==> config.mk <==
export PLATFORM = sky130hd
export DESIGN_NAME = rx_app_read_ctrl_flat
export DESIGN_NICKNAME = d
export VERILOG_FILES = /design/src/rtl/rx_app_read_ctrl_pkg.sv /design/src/rtl/rx_app_read_ctrl_if.sv /design/src/rtl/rx_app_read_ctrl_datap.sv /design/src/rtl/rx_app_read_ctrl.sv /design/src/flat_wrapper.sv
export SDC_FILE = /design/constraint.sdc
export NUM_CORES = 1
export LEC_CHECK = 0
export BUFFER_PORTS_ARGS = -buffer_cell sky130_fd_sc_hd__buf_2
export CORE_MARGIN = 8
export CORE_UTILIZATION = 39
export DETAILED_ROUTE_END_ITERATION = 10
export GPL_TIMING_DRIVEN = 0
export PLACE_DENSITY_LB_ADDON = 0.3
export SYNTH_ARGS = -nofsm -noshare
export SYNTH_HDL_FRONTEND = slang
export SYNTH_SLANG_ARGS = --single-unit
==> constraint.sdc <==
create_clock -name clk -period 6.6 [get_ports clk]
set_input_delay 0.66 -clock clk [delete_from_list [all_inputs] [get_ports clk]]
set_output_delay 0.66 -clock clk [all_outputs]
set_load 0.01 [all_outputs]
==> src/rtl/rx_app_read_ctrl_pkg.sv <==
// Shared types for the RX application read controller: FSM states and
// default-width request/response records for the standard tcp configuration.
package rx_app_read_ctrl_pkg;

  localparam int FLOWID_W_DEF = 8;
  localparam int IDX_W_DEF    = 16;
  localparam int LEN_W_DEF    = 16;

  // Stored payload index: IDX_W offset bits plus one wrap bit.
  typedef logic [IDX_W_DEF:0] tcp_buf_idx_t;

  typedef enum logic [2:0] {
    ST_IDLE,
    ST_META_REQ,
    ST_META_RESP,
    ST_CALC,
    ST_BUF_REQ,
    ST_HEAD_WR,
    ST_APP_RESP
  } rd_state_e;

  typedef struct packed {
    logic [FLOWID_W_DEF-1:0] flowid;
    logic [LEN_W_DEF-1:0]    len;
  } rx_app_rd_req_t;

  typedef struct packed {
    logic [FLOWID_W_DEF-1:0] flowid;
    logic [LEN_W_DEF-1:0]    len;
  } rx_app_rd_resp_t;

  typedef struct packed {
    logic [FLOWID_W_DEF-1:0] flowid;
    logic [IDX_W_DEF-1:0]    offset;
    logic [LEN_W_DEF-1:0]    len;
  } buf_rd_req_t;

endpackage

==> src/rtl/rx_app_read_ctrl_if.sv <==
// Bundle of every handshake channel around the read controller; master is
// the controller side, slave is the app / index store / payload buffer side.
interface rx_app_read_ctrl_if
  import rx_app_read_ctrl_pkg::*;
#(
  parameter int FLOWID_W = FLOWID_W_DEF,
  parameter int IDX_W    = IDX_W_DEF,
  parameter int LEN_W    = LEN_W_DEF
);
  logic                app_rd_req_val;
  logic [FLOWID_W-1:0] app_rd_req_flowid;
  logic [LEN_W-1:0]    app_rd_req_len;
  logic                app_rd_req_rdy;

  logic                head_rd_req_val;
  logic [FLOWID_W-1:0] head_rd_req_addr;
  logic                head_rd_req_rdy;
  logic                head_rd_resp_val;
  logic [IDX_W:0]      head_rd_resp_data;
  logic                head_rd_resp_rdy;

  logic                commit_rd_req_val;
  logic [FLOWID_W-1:0] commit_rd_req_addr;
  logic                commit_rd_req_rdy;
  logic                commit_rd_resp_val;
  logic [IDX_W:0]      commit_rd_resp_data;
  logic                commit_rd_resp_rdy;

  logic                head_wr_req_val;
  logic [FLOWID_W-1:0] head_wr_req_addr;
  logic [IDX_W:0]      head_wr_req_data;
  logic                head_wr_req_rdy;

  logic                buf_rd_req_val;
  logic [FLOWID_W-1:0] buf_rd_req_flowid;
  logic [IDX_W-1:0]    buf_rd_req_offset;
  logic [LEN_W-1:0]    buf_rd_req_len;
  logic                buf_rd_req_rdy;

  logic                app_rd_resp_val;
  logic [FLOWID_W-1:0] app_rd_resp_flowid;
  logic [LEN_W-1:0]    app_rd_resp_len;
  logic                app_rd_resp_rdy;

  modport master (
    input  app_rd_req_val, app_rd_req_flowid, app_rd_req_len,
    output app_rd_req_rdy,
    output head_rd_req_val, head_rd_req_addr, head_rd_resp_rdy,
    input  head_rd_req_rdy, head_rd_resp_val, head_rd_resp_data,
    output commit_rd_req_val, commit_rd_req_addr, commit_rd_resp_rdy,
    input  commit_rd_req_rdy, commit_rd_resp_val, commit_rd_resp_data,
    output head_wr_req_val, head_wr_req_addr, head_wr_req_data,
    input  head_wr_req_rdy,
    output buf_rd_req_val, buf_rd_req_flowid, buf_rd_req_offset, buf_rd_req_len,
    input  buf_rd_req_rdy,
    output app_rd_resp_val, app_rd_resp_flowid, app_rd_resp_len,
    input  app_rd_resp_rdy
  );

  modport slave (
    output app_rd_req_val, app_rd_req_flowid, app_rd_req_len,
    input  app_rd_req_rdy,
    input  head_rd_req_val, head_rd_req_addr, head_rd_resp_rdy,
    output head_rd_req_rdy, head_rd_resp_val, head_rd_resp_data,
    input  commit_rd_req_val, commit_rd_req_addr, commit_rd_resp_rdy,
    output commit_rd_req_rdy, commit_rd_resp_val, commit_rd_resp_data,
    input  head_wr_req_val, head_wr_req_addr, head_wr_req_data,
    output head_wr_req_rdy,
    input  buf_rd_req_val, buf_rd_req_flowid, buf_rd_req_offset, buf_rd_req_len,
    output buf_rd_req_rdy,
    input  app_rd_resp_val, app_rd_resp_flowid, app_rd_resp_len,
    output app_rd_resp_rdy
  );

endinterface

==> src/rtl/rx_app_read_ctrl_datap.sv <==
// Latched request/index registers and the readable-byte arithmetic for the
// read controller; all index math is modulo 2^(IDX_W+1).
module rx_app_read_ctrl_datap
  import rx_app_read_ctrl_pkg::*;
#(
  parameter int FLOWID_W = FLOWID_W_DEF,
  parameter int IDX_W    = IDX_W_DEF,
  parameter int LEN_W    = LEN_W_DEF
) (
  input  logic                clk,
  input  logic                rst,
  input  logic                latch_req_i,
  input  logic [FLOWID_W-1:0] req_flowid_i,
  input  logic [LEN_W-1:0]    req_len_i,
  input  logic                cap_head_i,
  input  logic [IDX_W:0]      head_data_i,
  input  logic                cap_commit_i,
  input  logic [IDX_W:0]      commit_data_i,
  input  logic                calc_i,
  output logic [FLOWID_W-1:0] flowid_o,
  output logic [IDX_W:0]      head_o,
  output logic [LEN_W-1:0]    grant_o,
  output logic [IDX_W:0]      new_head_o,
  output logic                grant_zero_o
);
  localparam int CW = (LEN_W > IDX_W + 1) ? LEN_W : IDX_W + 1;

  function automatic logic [LEN_W-1:0] clamp_len(input logic [LEN_W-1:0] len,
                                                 input logic [IDX_W:0]   avail);
    logic [CW-1:0] l;
    logic [CW-1:0] a;
    l = CW'(len);
    a = CW'(avail);
    return (l < a) ? LEN_W'(l) : LEN_W'(a);
  endfunction

  logic [FLOWID_W-1:0] flowid_q, flowid_d;
  logic [LEN_W-1:0]    len_q, len_d;
  logic [IDX_W:0]      head_q, head_d, commit_q, commit_d, new_head_q, new_head_d;
  logic [LEN_W-1:0]    grant_q, grant_d;
  logic [IDX_W:0]      avail;
  logic [LEN_W-1:0]    grant_calc;

  // Wrap bit makes the plain subtraction correct across the buffer wrap.
  assign avail        = commit_q - head_q;
  assign grant_calc   = clamp_len(len_q, avail);
  assign grant_zero_o = (grant_calc == '0);

  always_comb begin
    flowid_d   = flowid_q;
    len_d      = len_q;
    head_d     = head_q;
    commit_d   = commit_q;
    grant_d    = grant_q;
    new_head_d = new_head_q;
    if (latch_req_i) begin
      flowid_d = req_flowid_i;
      len_d    = req_len_i;
    end
    if (cap_head_i)   head_d   = head_data_i;
    if (cap_commit_i) commit_d = commit_data_i;
    if (calc_i) begin
      grant_d    = grant_calc;
      new_head_d = head_q + (IDX_W+1)'(grant_calc);
    end
  end

  always_ff @(posedge clk) begin
    if (rst) begin
      flowid_q   <= '0;
      len_q      <= '0;
      head_q     <= '0;
      commit_q   <= '0;
      grant_q    <= '0;
      new_head_q <= '0;
    end else begin
      flowid_q   <= flowid_d;
      len_q      <= len_d;
      head_q     <= head_d;
      commit_q   <= commit_d;
      grant_q    <= grant_d;
      new_head_q <= new_head_d;
    end
  end

  assign flowid_o   = flowid_q;
  assign head_o     = head_q;
  assign grant_o    = grant_q;
  assign new_head_o = new_head_q;

endmodule

==> src/rtl/rx_app_read_ctrl.sv <==
// RX app read controller: reads a flow's head/commit indices, issues one
// payload read for the available bytes, advances head, then completes to the app.
module rx_app_read_ctrl
  import rx_app_read_ctrl_pkg::*;
#(
  parameter int FLOWID_W = FLOWID_W_DEF,
  parameter int IDX_W    = IDX_W_DEF,
  parameter int LEN_W    = LEN_W_DEF
) (
  input logic                clk,
  input logic                rst,
  rx_app_read_ctrl_if.master bus
);
  rd_state_e state_q, state_d;
  logic hsent_q, hsent_d, csent_q, csent_d, hcap_q, hcap_d, ccap_q, ccap_d;
  logic req_rdy, hreq_val, creq_val, hresp_rdy, cresp_rdy;
  logic hwr_val, buf_val, resp_val;
  logic cap_head, cap_commit, latch_req, calc, grant_zero;
  logic [FLOWID_W-1:0] flowid;
  logic [IDX_W:0]      head, new_head;
  logic [LEN_W-1:0]    grant;

  // Responses are accepted as soon as their request has gone out, so a
  // channel that handshakes early is not held waiting for the other one.
  assign hresp_rdy  = (state_q == ST_META_RESP) || ((state_q == ST_META_REQ) && hsent_q);
  assign cresp_rdy  = (state_q == ST_META_RESP) || ((state_q == ST_META_REQ) && csent_q);
  assign cap_head   = bus.head_rd_resp_val && hresp_rdy && !hcap_q;
  assign cap_commit = bus.commit_rd_resp_val && cresp_rdy && !ccap_q;

  always_comb begin
    state_d   = state_q;
    hsent_d   = hsent_q;
    csent_d   = csent_q;
    hcap_d    = hcap_q || cap_head;
    ccap_d    = ccap_q || cap_commit;
    req_rdy   = 1'b0;
    hreq_val  = 1'b0;
    creq_val  = 1'b0;
    hwr_val   = 1'b0;
    buf_val   = 1'b0;
    resp_val  = 1'b0;
    latch_req = 1'b0;
    calc      = 1'b0;
    case (state_q)
      ST_IDLE: begin
        req_rdy = 1'b1;
        hsent_d = 1'b0;
        csent_d = 1'b0;
        hcap_d  = 1'b0;
        ccap_d  = 1'b0;
        if (bus.app_rd_req_val) begin
          latch_req = 1'b1;
          state_d   = ST_META_REQ;
        end
      end
      ST_META_REQ: begin
        hreq_val = !hsent_q;
        creq_val = !csent_q;
        if (hreq_val && bus.head_rd_req_rdy)   hsent_d = 1'b1;
        if (creq_val && bus.commit_rd_req_rdy) csent_d = 1'b1;
        if (hsent_d && csent_d) state_d = ST_META_RESP;
      end
      ST_META_RESP: if (hcap_d && ccap_d) state_d = ST_CALC;
      ST_CALC: begin
        calc    = 1'b1;
        state_d = grant_zero ? ST_APP_RESP : ST_BUF_REQ;
      end
      // Payload read goes out before the head moves so freed space is not reused early.
      ST_BUF_REQ: begin
        buf_val = 1'b1;
        if (bus.buf_rd_req_rdy) state_d = ST_HEAD_WR;
      end
      ST_HEAD_WR: begin
        hwr_val = 1'b1;
        if (bus.head_wr_req_rdy) state_d = ST_APP_RESP;
      end
      ST_APP_RESP: begin
        resp_val = 1'b1;
        if (bus.app_rd_resp_rdy) state_d = ST_IDLE;
      end
      default: state_d = ST_IDLE;
    endcase
  end

  always_ff @(posedge clk) begin
    if (rst) begin
      state_q <= ST_IDLE;
      hsent_q <= 1'b0;
      csent_q <= 1'b0;
      hcap_q  <= 1'b0;
      ccap_q  <= 1'b0;
    end else begin
      state_q <= state_d;
      hsent_q <= hsent_d;
      csent_q <= csent_d;
      hcap_q  <= hcap_d;
      ccap_q  <= ccap_d;
    end
  end

  rx_app_read_ctrl_datap #(
    .FLOWID_W(FLOWID_W),
    .IDX_W   (IDX_W),
    .LEN_W   (LEN_W)
  ) u_datap (
    .clk          (clk),
    .rst          (rst),
    .latch_req_i  (latch_req),
    .req_flowid_i (bus.app_rd_req_flowid),
    .req_len_i    (bus.app_rd_req_len),
    .cap_head_i   (cap_head),
    .head_data_i  (bus.head_rd_resp_data),
    .cap_commit_i (cap_commit),
    .commit_data_i(bus.commit_rd_resp_data),
    .calc_i       (calc),
    .flowid_o     (flowid),
    .head_o       (head),
    .grant_o      (grant),
    .new_head_o   (new_head),
    .grant_zero_o (grant_zero)
  );

  // Handshake outputs are forced low for the whole reset cycle.
  assign bus.app_rd_req_rdy     = req_rdy & ~rst;
  assign bus.head_rd_req_val    = hreq_val & ~rst;
  assign bus.head_rd_req_addr   = flowid;
  assign bus.head_rd_resp_rdy   = hresp_rdy & ~rst;
  assign bus.commit_rd_req_val  = creq_val & ~rst;
  assign bus.commit_rd_req_addr = flowid;
  assign bus.commit_rd_resp_rdy = cresp_rdy & ~rst;
  assign bus.head_wr_req_val    = hwr_val & ~rst;
  assign bus.head_wr_req_addr   = flowid;
  assign bus.head_wr_req_data   = new_head;
  assign bus.buf_rd_req_val     = buf_val & ~rst;
  assign bus.buf_rd_req_flowid  = flowid;
  assign bus.buf_rd_req_offset  = head[IDX_W-1:0];
  assign bus.buf_rd_req_len     = grant;
  assign bus.app_rd_resp_val    = resp_val & ~rst;
  assign bus.app_rd_resp_flowid = flowid;
  assign bus.app_rd_resp_len    = grant;

endmodule

==> src/flat_wrapper.sv <==
// flat-port wrapper written by rule: the top's interface ports become plain ports
module rx_app_read_ctrl_flat import rx_app_read_ctrl_pkg::*;
#(
  parameter int FLOWID_W = FLOWID_W_DEF,
  parameter int IDX_W    = IDX_W_DEF,
  parameter int LEN_W    = LEN_W_DEF
)
  (clk, rst, bus_app_rd_req_val, bus_app_rd_req_flowid, bus_app_rd_req_len, bus_app_rd_req_rdy, bus_head_rd_req_val, bus_head_rd_req_addr, bus_head_rd_resp_rdy, bus_head_rd_req_rdy, bus_head_rd_resp_val, bus_head_rd_resp_data, bus_commit_rd_req_val, bus_commit_rd_req_addr, bus_commit_rd_resp_rdy, bus_commit_rd_req_rdy, bus_commit_rd_resp_val, bus_commit_rd_resp_data, bus_head_wr_req_val, bus_head_wr_req_addr, bus_head_wr_req_data, bus_head_wr_req_rdy, bus_buf_rd_req_val, bus_buf_rd_req_flowid, bus_buf_rd_req_offset, bus_buf_rd_req_len, bus_buf_rd_req_rdy, bus_app_rd_resp_val, bus_app_rd_resp_flowid, bus_app_rd_resp_len, bus_app_rd_resp_rdy);
  rx_app_read_ctrl_if #(.FLOWID_W(FLOWID_W), .IDX_W(IDX_W), .LEN_W(LEN_W)) bus_i ();
  input logic clk;
  input logic rst;
  input wire logic [$bits(bus_i.app_rd_req_val)-1:0] bus_app_rd_req_val;
  input wire logic [$bits(bus_i.app_rd_req_flowid)-1:0] bus_app_rd_req_flowid;
  input wire logic [$bits(bus_i.app_rd_req_len)-1:0] bus_app_rd_req_len;
  output wire logic [$bits(bus_i.app_rd_req_rdy)-1:0] bus_app_rd_req_rdy;
  output wire logic [$bits(bus_i.head_rd_req_val)-1:0] bus_head_rd_req_val;
  output wire logic [$bits(bus_i.head_rd_req_addr)-1:0] bus_head_rd_req_addr;
  output wire logic [$bits(bus_i.head_rd_resp_rdy)-1:0] bus_head_rd_resp_rdy;
  input wire logic [$bits(bus_i.head_rd_req_rdy)-1:0] bus_head_rd_req_rdy;
  input wire logic [$bits(bus_i.head_rd_resp_val)-1:0] bus_head_rd_resp_val;
  input wire logic [$bits(bus_i.head_rd_resp_data)-1:0] bus_head_rd_resp_data;
  output wire logic [$bits(bus_i.commit_rd_req_val)-1:0] bus_commit_rd_req_val;
  output wire logic [$bits(bus_i.commit_rd_req_addr)-1:0] bus_commit_rd_req_addr;
  output wire logic [$bits(bus_i.commit_rd_resp_rdy)-1:0] bus_commit_rd_resp_rdy;
  input wire logic [$bits(bus_i.commit_rd_req_rdy)-1:0] bus_commit_rd_req_rdy;
  input wire logic [$bits(bus_i.commit_rd_resp_val)-1:0] bus_commit_rd_resp_val;
  input wire logic [$bits(bus_i.commit_rd_resp_data)-1:0] bus_commit_rd_resp_data;
  output wire logic [$bits(bus_i.head_wr_req_val)-1:0] bus_head_wr_req_val;
  output wire logic [$bits(bus_i.head_wr_req_addr)-1:0] bus_head_wr_req_addr;
  output wire logic [$bits(bus_i.head_wr_req_data)-1:0] bus_head_wr_req_data;
  input wire logic [$bits(bus_i.head_wr_req_rdy)-1:0] bus_head_wr_req_rdy;
  output wire logic [$bits(bus_i.buf_rd_req_val)-1:0] bus_buf_rd_req_val;
  output wire logic [$bits(bus_i.buf_rd_req_flowid)-1:0] bus_buf_rd_req_flowid;
  output wire logic [$bits(bus_i.buf_rd_req_offset)-1:0] bus_buf_rd_req_offset;
  output wire logic [$bits(bus_i.buf_rd_req_len)-1:0] bus_buf_rd_req_len;
  input wire logic [$bits(bus_i.buf_rd_req_rdy)-1:0] bus_buf_rd_req_rdy;
  output wire logic [$bits(bus_i.app_rd_resp_val)-1:0] bus_app_rd_resp_val;
  output wire logic [$bits(bus_i.app_rd_resp_flowid)-1:0] bus_app_rd_resp_flowid;
  output wire logic [$bits(bus_i.app_rd_resp_len)-1:0] bus_app_rd_resp_len;
  input wire logic [$bits(bus_i.app_rd_resp_rdy)-1:0] bus_app_rd_resp_rdy;
  assign bus_i.app_rd_req_val = bus_app_rd_req_val;
  assign bus_i.app_rd_req_flowid = bus_app_rd_req_flowid;
  assign bus_i.app_rd_req_len = bus_app_rd_req_len;
  assign bus_app_rd_req_rdy = bus_i.app_rd_req_rdy;
  assign bus_head_rd_req_val = bus_i.head_rd_req_val;
  assign bus_head_rd_req_addr = bus_i.head_rd_req_addr;
  assign bus_head_rd_resp_rdy = bus_i.head_rd_resp_rdy;
  assign bus_i.head_rd_req_rdy = bus_head_rd_req_rdy;
  assign bus_i.head_rd_resp_val = bus_head_rd_resp_val;
  assign bus_i.head_rd_resp_data = bus_head_rd_resp_data;
  assign bus_commit_rd_req_val = bus_i.commit_rd_req_val;
  assign bus_commit_rd_req_addr = bus_i.commit_rd_req_addr;
  assign bus_commit_rd_resp_rdy = bus_i.commit_rd_resp_rdy;
  assign bus_i.commit_rd_req_rdy = bus_commit_rd_req_rdy;
  assign bus_i.commit_rd_resp_val = bus_commit_rd_resp_val;
  assign bus_i.commit_rd_resp_data = bus_commit_rd_resp_data;
  assign bus_head_wr_req_val = bus_i.head_wr_req_val;
  assign bus_head_wr_req_addr = bus_i.head_wr_req_addr;
  assign bus_head_wr_req_data = bus_i.head_wr_req_data;
  assign bus_i.head_wr_req_rdy = bus_head_wr_req_rdy;
  assign bus_buf_rd_req_val = bus_i.buf_rd_req_val;
  assign bus_buf_rd_req_flowid = bus_i.buf_rd_req_flowid;
  assign bus_buf_rd_req_offset = bus_i.buf_rd_req_offset;
  assign bus_buf_rd_req_len = bus_i.buf_rd_req_len;
  assign bus_i.buf_rd_req_rdy = bus_buf_rd_req_rdy;
  assign bus_app_rd_resp_val = bus_i.app_rd_resp_val;
  assign bus_app_rd_resp_flowid = bus_i.app_rd_resp_flowid;
  assign bus_app_rd_resp_len = bus_i.app_rd_resp_len;
  assign bus_i.app_rd_resp_rdy = bus_app_rd_resp_rdy;
  rx_app_read_ctrl #(.FLOWID_W(FLOWID_W), .IDX_W(IDX_W), .LEN_W(LEN_W)) u_core (.clk(clk), .rst(rst), .bus(bus_i));
endmodule
==> impl_metrics.ini, run 1 <==
[floorplan]
die_w_um = 140.8
fp.dieH_um = 140.8
num_io_pins = 181
fp.coreArea_um2 = 15200
initial_utilization_pct = 39.93
dieArea_um2 = 19810
rows = 45

[global_routing]
antenna_found_initial = 0
track_usage_pct = 18.04
grt_overflow = 0
grt_pass1_vias = 5444
grt_max_degree = 17
grt_pass1_wl_mm = 28.61

[sta]
slew_headroom_pct = 50.32
hold_viol = 0
period_share_pct = 96.74
setup_viol = 0
worst_pin_slew_ns = 0.7424
rsz0062_at_grt = true
final.min_clock_period_ns = 6.385
report.final.slew_viol_count = 0
max_freq_ghz = 0.1566
skew_ns = 0.007205

[cells_and_area]
fin_nets = 1067
layout-drive-gt1-share_pct = 33.02
multi_input_area_um2 = 3487
fin_util_pct = 51.02
seq_area_um2 = 1971
area_delta_synth_final_pct = 27.79
diodes = 0
fillers = 1497

[synthesis]
syn-instance-count = 751
ys.flop_type = dfxtp_1
seq_area_frac_synth_pct = 32.32
synth_enable_flop_cells = 0
ys_types = 52
synth_area_leader_cell = dfxtp_1
syn-mean-instance-area_um2 = 8.082
syn-num-nets = 866
yosysTopAreaCellShare_pct = 32.32
syn_area_um2 = 6070
ys_ff_latch = 98
yosys_warnings = 0
postSynth.asyncResetShare_pct = 0
yosys-top-cells-area = dfxtp_1 (32%), ha_1 (9.3%), buf_4 (8.0%)

[setup_path]
path_delay_family = compound AO/OA/AOI/OAI gates
startpoint = u_core.u_datap.head_o[0]
cp.required_ns = 6.90
crit_arrival_ns = 6.69
path_buf_inv = 4
r2r_slack_ns = 0.22
worstSetupPathType = flop to flop
timing.rr.start = u_core.u_datap.head_o[0]
slowest_delay_ns = 0.41
cpMostUsedCell = inv_1
cp-end-kind = flop
start_kind = flop
reg2reg_to = u_core.u_datap.new_head_o[16]
slowest_stage = or4_1
ff2ff_path_depth = 31
crit_path_max_fanout = 4

[run_status]
status = completed

[cts]
clock-sinks = 98
hold_buffers = 0
cts_buffer_depth = 2
clock_latency_ns = 0.36
cts_buffers = 9
cts_root_buffer = clkbuf_16
cts_tree = yes
clk_pin_slew_ns = 0.07
htreeDepth = 3

[power_and_ir_drop]
power_density_nw_per_um2 = 229.5
ir_drop_mv = 0.1692
power_uw = 1780
p_leak_uw = 0.003689

[placement]
port_buffers = 180
gp_congestion = 0.8637
dp_hpwl_mm = 14.66

[route]
drc = 0
wl_per_cell_um = 16.16
drtIter0Drc = 250
drt_wl_total_mm = 18.51
drt_first_pass_iters = 4
vias = 5736
postRouteAntennaNets = 0
via_per_inst = 5.010

[worst_hold_path]
holdPathEnd = u_core.u_datap.new_head_o[6]
holdCritStartpoint = u_core.u_datap.new_head_o[6]
hold_path.class = flop to flop
holdPathStages = 2

[flow_run]
max_cap_violations = 0
-- power breakdown --
group          internal (µW)  switching, µW  total (µW)  leakage [µW]
Sequential               612           26.4         639      0.000797
Clock                    343            237         580      0.000159
Combinational            266            295         561       0.00273
-- Yosys cell counts (2+ instances only) --
cell type and instances:
a41oi_1 2, inv_1 40, or4_1 5, nand4_1 4, nor2_1 89, nor4_1 8, xnor2_1 16, or2_2 2
o31ai_1 4, nand2b_1 4, buf_4 65, xor2_1 8, o21ai_1 2, a211oi_1 7, nor3b_1 5, and3_1 2
or3_1 5, o21a_1 18, mux2_2 7, nand3_1 8, and2_1 2, nor2b_1 8, fa_1 2, nand2_1 93
a31oi_1 4, dfxtp_1 98, a21boi_0 2, a21oi_1 62, o211ai_1 2, mux2_1 7, a21o_1 13, ha_1 45
o21ai_0 15, clkbuf_1 31, nor3_1 14, mux2i_1 36
-- state kept, by name, summed over array words and instances, names as in the netlist --
| register | count |
|---|---|
| u_core.u_datap.head_o | 17 |
| u_core.csent_q | 1 |
| u_core.hcap_q | 1 |
| u_core.state_q | 3 |
| u_core.u_datap.new_head_o | 17 |
| u_core.u_datap.grant_o | 16 |
| u_core.u_datap.commit_q | 17 |
| u_core.ccap_q | 1 |
| u_core.u_datap.len_q | 16 |
| u_core.hsent_q | 1 |
| u_core.u_datap.flowid_o | 8 |
-- cell families after synthesis --
logic type | count (synthesis) | share of synthesized area [%]
muxes | 50 | 8.535
xor gates and xnor gates | 24 | 3.463
adders and majority gates | 48 | 10.10
and+or+nand+nor | 253 | 18.45
AOI/OAI and AO/OA | 142 | 14.70
buffers and inverters | 136 | 12.43
DFF | 98 | 32.32
-- what timing repair did --
item	in CTS	in global routing
setup endpoints to repair	4	7
endpoints found under the hold margin	0	0
buffers inserted	2	8
resized for setup	6	32
pin swaps	4	16
-- metal layers --
layer | track usage, % | wire length (µm)
met4 | 4.412 | 143
met1 | 22.17 | 8152
met5 | 0 | 0
met2 | 29.82 | 8630
met3 | 5.942 | 1580
-- worst register-to-register path: cells and delay by family (launching register included) --
family | cells | cell delay (ns)
flip-flops | 1 | 0.37
multiplexers | 1 | 0.25
buffers and inverters | 4 | 0.34
AND/OR/NAND/NOR | 6 | 0.90
adder cells (fa/ha/maj) | 5 | 1.35
AO/OA/AOI/OAI | 15 | 3.15
-- layout by cell type, fill, tap and decap left out, types with 3 or more instances in the layout --
cell type,count
a211oi_1,5
a211oi_2,3
a21o_1,13
a21oi_1,60
buf_2,180
buf_4,74
clkbuf_1,31
clkbuf_16,9
dfxtp_1,93
dfxtp_2,4
ha_1,42
inv_1,39
mux2_1,7
mux2_2,7
mux2i_1,34
nand2_1,93
nand2b_1,4
nand3_1,8
nand4_1,4
nor2_1,88
nor2b_1,6
nor3_1,12
nor3b_1,5
nor4_1,8
o21a_1,18
o21ai_0,12
o21ai_1,4
or3_1,5
or4_1,5
xnor2_1,15
xor2_1,8
-- stage by stage --
stage               setup TNS [ns]  hold slack [ns]  setup slack, ns  cell area, µm²  cells
floorplan                        0           0.4517           0.4370            6070    751
global placement           -0.8028           0.4393          -0.4893            7206   1119
detailed placement         -0.8272           0.4424          -0.5054            7206   1119
CTS                              0           0.4523          0.03510            7569   1137
global route               -0.2256           0.4706          -0.1473            7756   1145
finish                           0           0.4485           0.2153            7756   1145
-- how the worst max path moves through the flow --
stage | end | slack [ns] | depth (start not counted)
5_1_grt | u_core.u_datap.new_head_o[16] | -0.15 | 32
3_3_place_gp | u_core.u_datap.new_head_o[16] | -0.49 | 31
4_1_cts | u_core.u_datap.new_head_o[16] | 0.04 | 30
6_report | u_core.u_datap.new_head_o[16] | 0.22 | 31
3_5_place_dp | u_core.u_datap.new_head_o[16] | -0.51 | 30
2_1_floorplan | u_core.u_datap.new_head_o[16] | 0.44 | 31
-- cell type report --
type | instances | share of cell area, %
sequential | 98 | 25.41
inverter | 40 | 1.936
buffer | 96 | 7.840
tap | 188 | 3.033
clock buffer | 10 | 3.081
timing repair buffer | 190 | 12.58
multi-input combinational | 517 | 44.96
clock inverter | 6 | 1.161
No activity file was read; power rests on OpenSTA's default activity.
==> inputs of run 2 (changes only) <==
- MAX_ROUTING_LAYER: not set -> met4
==> run 2 against run 1 <==
Hold slack got worse by 0.00054 ns. Fmax grew 0.24%. Register-to-register slack improved by 0.02 ns. Sequential power hardly changed. Largest power group unchanged.
==> impl_metrics.ini, run 2 (same netlist as run 1, synthesis figures left out) <==
[sta]
max_freq_ghz = 0.1570
skew_ns = 0.009880
hold_viol = 0
final.min_clock_period_ns = 6.369
slew_headroom_pct = 50.53
report.final.slew_viol_count = 0
worst_pin_slew_ns = 0.7421
setup_viol = 0
rsz0062_at_grt = true
period_share_pct = 96.50

[cts]
cts_root_buffer = clkbuf_16
clock_latency_ns = 0.36
cts_buffers = 9
cts_buffer_depth = 2
cts_tree = yes
htreeDepth = 3
clk_pin_slew_ns = 0.07
clock-sinks = 98

[route]
drt_first_pass_iters = 4
postRouteAntennaNets = 0
drtIter0Drc = 251
vias = 5721
wl_per_cell_um = 16.09
drc = 0
via_per_inst = 4.997
drt_wl_total_mm = 18.42

[cells_and_area]
layout_commonest_cell = buf_2
final_cells = 1145
layout-drive-gt1-share_pct = 33.02
fillers = 1497
fin_nets = 1067
final_cell_mix = buf_2 (180), nand2_1 (93), dfxtp_1 (93)
area_delta_synth_final_pct = 27.79
diodes = 0
fin_util_pct = 51.02

[power_and_ir_drop]
ir_drop_mv = 0.1699
power_density_nw_per_um2 = 229.6
p_leak_uw = 0.003689
power_uw = 1781

[placement]
dp_hpwl_mm = 14.66
gp_congestion = 0.8776
port_buffers = 180
placed_cells = 1119

[global_routing]
grt_overflow = 0
grt_max_degree = 17
grt_pass1_vias = 5444
antenna_found_initial = 0
track_usage_pct = 18.53
grt_pass1_wl_mm = 28.59

[worst_hold_path]
hold_path.class = flop to flop

[setup_path]
cpMostUsedCell = inv_1
crit_arrival_ns = 6.67
cp.required_ns = 6.90
slowest_delay_ns = 0.41
worstSetupPathType = flop to flop
start_kind = flop
slowest_stage = or4_1
cp-end-kind = flop
crit_path_max_fanout = 4
r2r_slack_ns = 0.23

[run_status]
status = completed

[floorplan]
fp.dieH_um = 140.8
fp.coreArea_um2 = 15200
num_io_pins = 181
die_w_um = 140.8
initial_utilization_pct = 39.93
rows = 45
dieArea_um2 = 19810

[flow_run]
max_cap_violations = 0
==> run 2: cell counts in the layout (fill, tap and decap cells not counted) <==
No cell type changed its count.
==> run 2: final timing paths <==
check,start,to,depth (start not counted)
min,u_core.u_datap.new_head_o[6],u_core.u_datap.new_head_o[6],2
max,u_core.u_datap.head_o[0],u_core.u_datap.new_head_o[16],31
min reg2reg,u_core.u_datap.new_head_o[6],u_core.u_datap.new_head_o[6],2
max reg2reg,u_core.u_datap.head_o[0],u_core.u_datap.new_head_o[16],31
==> run 2: layout make-up <==
class | instances | area, µm² | area share [%]
clock buffer | 10 | 239.0 | 3.081
multi-input combinational | 517 | 3487 | 44.96
sequential | 98 | 1971 | 25.41
tap | 188 | 235.2 | 3.033
timing repair buffer | 190 | 975.9 | 12.58
inverter | 40 | 150.1 | 1.936
clock inverter | 6 | 90.09 | 1.161
buffer | 96 | 608.1 | 7.840
==> run 2: routing by layer <==
| metal | track usage (%) | routed length (µm) | share of wire, % | up-vias |
|---|---|---|---|---|
| li1 | - | - | - | 2905 |
| met1 | 22.46 | 8213 | 45 | 2612 |
| met2 | 29.97 | 8546 | 46 | 185 |
| met3 | 5.199 | 1441 | 7.8 | 19 |
| met4 | 4.412 | 218 | 1.2 | 0 |
| met5 | - | 0 | 0 | - |
==> run 2: worst max-delay path: cells and delay by family, from the launching register on <==
kind | cells | cell delay [ns]
buffers and inverters | 4 | 0.34
and+or+nand+nor | 6 | 0.87
muxes | 1 | 0.24
DFF | 1 | 0.37
adders and majority gates | 5 | 1.34
AOI/OAI and AO/OA | 15 | 3.15
==> run 2: power breakdown <==
part           switching, µW  internal [µW]  leakage [µW]
Clock                    239            343      0.000159
Sequential              26.2            612      0.000797
Combinational            294            266       0.00273
==> run 2: stage by stage <==
step	setup WS, ns	TNS (ns)	area [µm²]	hold WS (ns)
3_3_place_gp	-0.4893	-0.8028	7206	0.4393
6_report	0.2307	0	7756	0.4480
3_5_place_dp	-0.5054	-0.8272	7206	0.4424
4_1_cts	0.03510	0	7569	0.4523
2_1_floorplan	0.4370	0	6070	0.4517
5_1_grt	-0.1464	-0.2238	7756	0.4706
==> run 2: repair_timing <==
item	CTS	global route
hold buffers	0	0
pin swaps	4	16
resized for setup	6	32
setup endpoints to repair	4	7
buffers inserted	2	8
==> inputs of run 3 (changes only) <==
- clock period: 6.6 -> 8.14 ns (I/O delays scaled with it)
==> run 3 against run 2 <==
Worst setup slack improved by 0.74 ns. Core utilization fell by 1.5 points. Design area fell by 2.9%. Critical path depth fell by 1. Highest routed layer unchanged.
==> impl_metrics.ini, run 3 (same netlist as run 1, synthesis figures left out) <==
[power_and_ir_drop]
p_leak_uw = 0.003629
power_density_nw_per_um2 = 184.0
ir_drop_mv = 0.1347
power_uw = 1387

[sta]
worst_pin_slew_ns = 0.7362
hold_viol = 0
max_freq_ghz = 0.1394
period_share_pct = 88.13
slew_headroom_pct = 50.92
setup_viol = 0
setup-tns-final_ns = 0
rsz0062_at_grt = false
report.final.slew_viol_count = 0
skew_ns = 0.008214
final.min_clock_period_ns = 7.174

[route]
via_per_inst = 4.937
drt_wl_total_mm = 17.96
postRouteAntennaNets = 0
vias = 5603
drt_first_pass_iters = 4
drc = 0
wl_per_cell_um = 15.82
drtIter0Drc = 282

[cts]
htreeDepth = 3
cts_tree = yes
postCtsSetupBuffers = 0
cts_root_buffer = clkbuf_16
clock_latency_ns = 0.36
clk_pin_slew_ns = 0.07
clock-sinks = 98
cts_buffer_depth = 2
hold_buffers = 0
cts_buffers = 9
postCtsResizedCells = 0

[cells_and_area]
fin_util_pct = 49.56
fin_nets = 1057
final_cell_mix = buf_2 (180), dfxtp_1 (98), nand2_1 (93)
area_delta_synth_final_pct = 24.14
diodes = 0
layout_commonest_cell = buf_2
layout-drive-gt1-share_pct = 29.14

[floorplan]
fp.dieH_um = 140.8
initial_utilization_pct = 39.93
fp.coreArea_um2 = 15200
die_w_um = 140.8
rows = 45
dieArea_um2 = 19810
num_io_pins = 181

[setup_path]
timing.rr.start = u_core.u_datap.head_o[0]
crit_arrival_ns = 7.47
startpoint = u_core.u_datap.head_o[0]
cp.required_ns = 8.44
worstSetupPathType = flop to flop
slowest_delay_ns = 0.43
start_kind = flop
crit_path_max_fanout = 10
cp-end-kind = flop
slowest_stage = fa_1

[worst_hold_path]
holdCritStartpoint = u_core.u_datap.new_head_o[6]
hold_path.class = flop to flop

[flow_run]
max_cap_violations = 0

[global_routing]
grt_overflow = 0
track_usage_pct = 18.46
grt_max_degree = 17
antenna_found_initial = 0
grt_pass1_vias = 5426
grt_pass1_wl_mm = 28.50

[placement]
port_buffers = 180
gp_congestion = 0.8776
dp_hpwl_mm = 14.66

[run_status]
status = completed
==> run 3: layout make-up <==
| type | count | area (µm²) |
|---|---|---|
| Buffer | 96 | 604.3 |
| Clock buffer | 10 | 239.0 |
| Clock inverter | 6 | 90.09 |
| Fill cell | 1513 | 7667 |
| Inverter | 40 | 150.1 |
| Multi-Input combinational cell | 517 | 3353 |
| Sequential cell | 98 | 1962 |
| Tap cell | 188 | 235.2 |
| Timing Repair Buffer | 180 | 900.9 |
==> run 3: stage by stage <==
stage	cell area (µm²)	std cells	hold slack [ns]	worst slack, ns
6_report	7535	1135	0.4477	0.9664
5_1_grt	7535	1135	0.4705	0.3372
4_1_cts	7535	1135	0.4523	0.9883
3_3_place_gp	7206	1119	0.4393	1.051
3_5_place_dp	7206	1119	0.4424	1.035
2_1_floorplan	6070	751	0.4517	1.977
==> run 3: worst max-delay path: cells and delay by family, from the launching register on <==
family                   cells  cell delay, ns
AO/OA/AOI/OAI               14            3.21
adder cells (fa/ha/maj)      5            1.54
multiplexers                 1            0.31
flip-flops                   1            0.42
AND/OR/NAND/NOR              6            1.17
buffers and inverters        4            0.46
==> run 3: worst paths after layout <==
path	end	slack (ns)	cells past startpoint
worst max register to register	u_core.u_datap.new_head_o[16]	0.97	30
worst min register to register	u_core.u_datap.new_head_o[6]	0.45	2
worst min-delay path	u_core.u_datap.new_head_o[6]	0.45	2
worst max-delay path	u_core.u_datap.new_head_o[16]	0.97	30
==> run 3: power breakdown <==
part	leakage [µW]	switching (µW)	total (µW)	internal, µW
registers	0.000794	20.8	517	497
logic	0.00268	219	402	183
clock network	0.000159	190	468	278
total	0.00363	429	1390	957
==> run 3: per-layer routing <==
metal / part of all wire (%) / routed length (µm) / vias up / GRT usage, %
met4: 0.80 / 144 / 0 / 4.186
met1: 46 / 8298 / 2545 / 22.29
met3: 7.2 / 1286 / 10 / 5.199
met2: 46 / 8228 / 165 / 30.05
met5: 0 / 0 / - / -
li1: - / - / 2883 / -
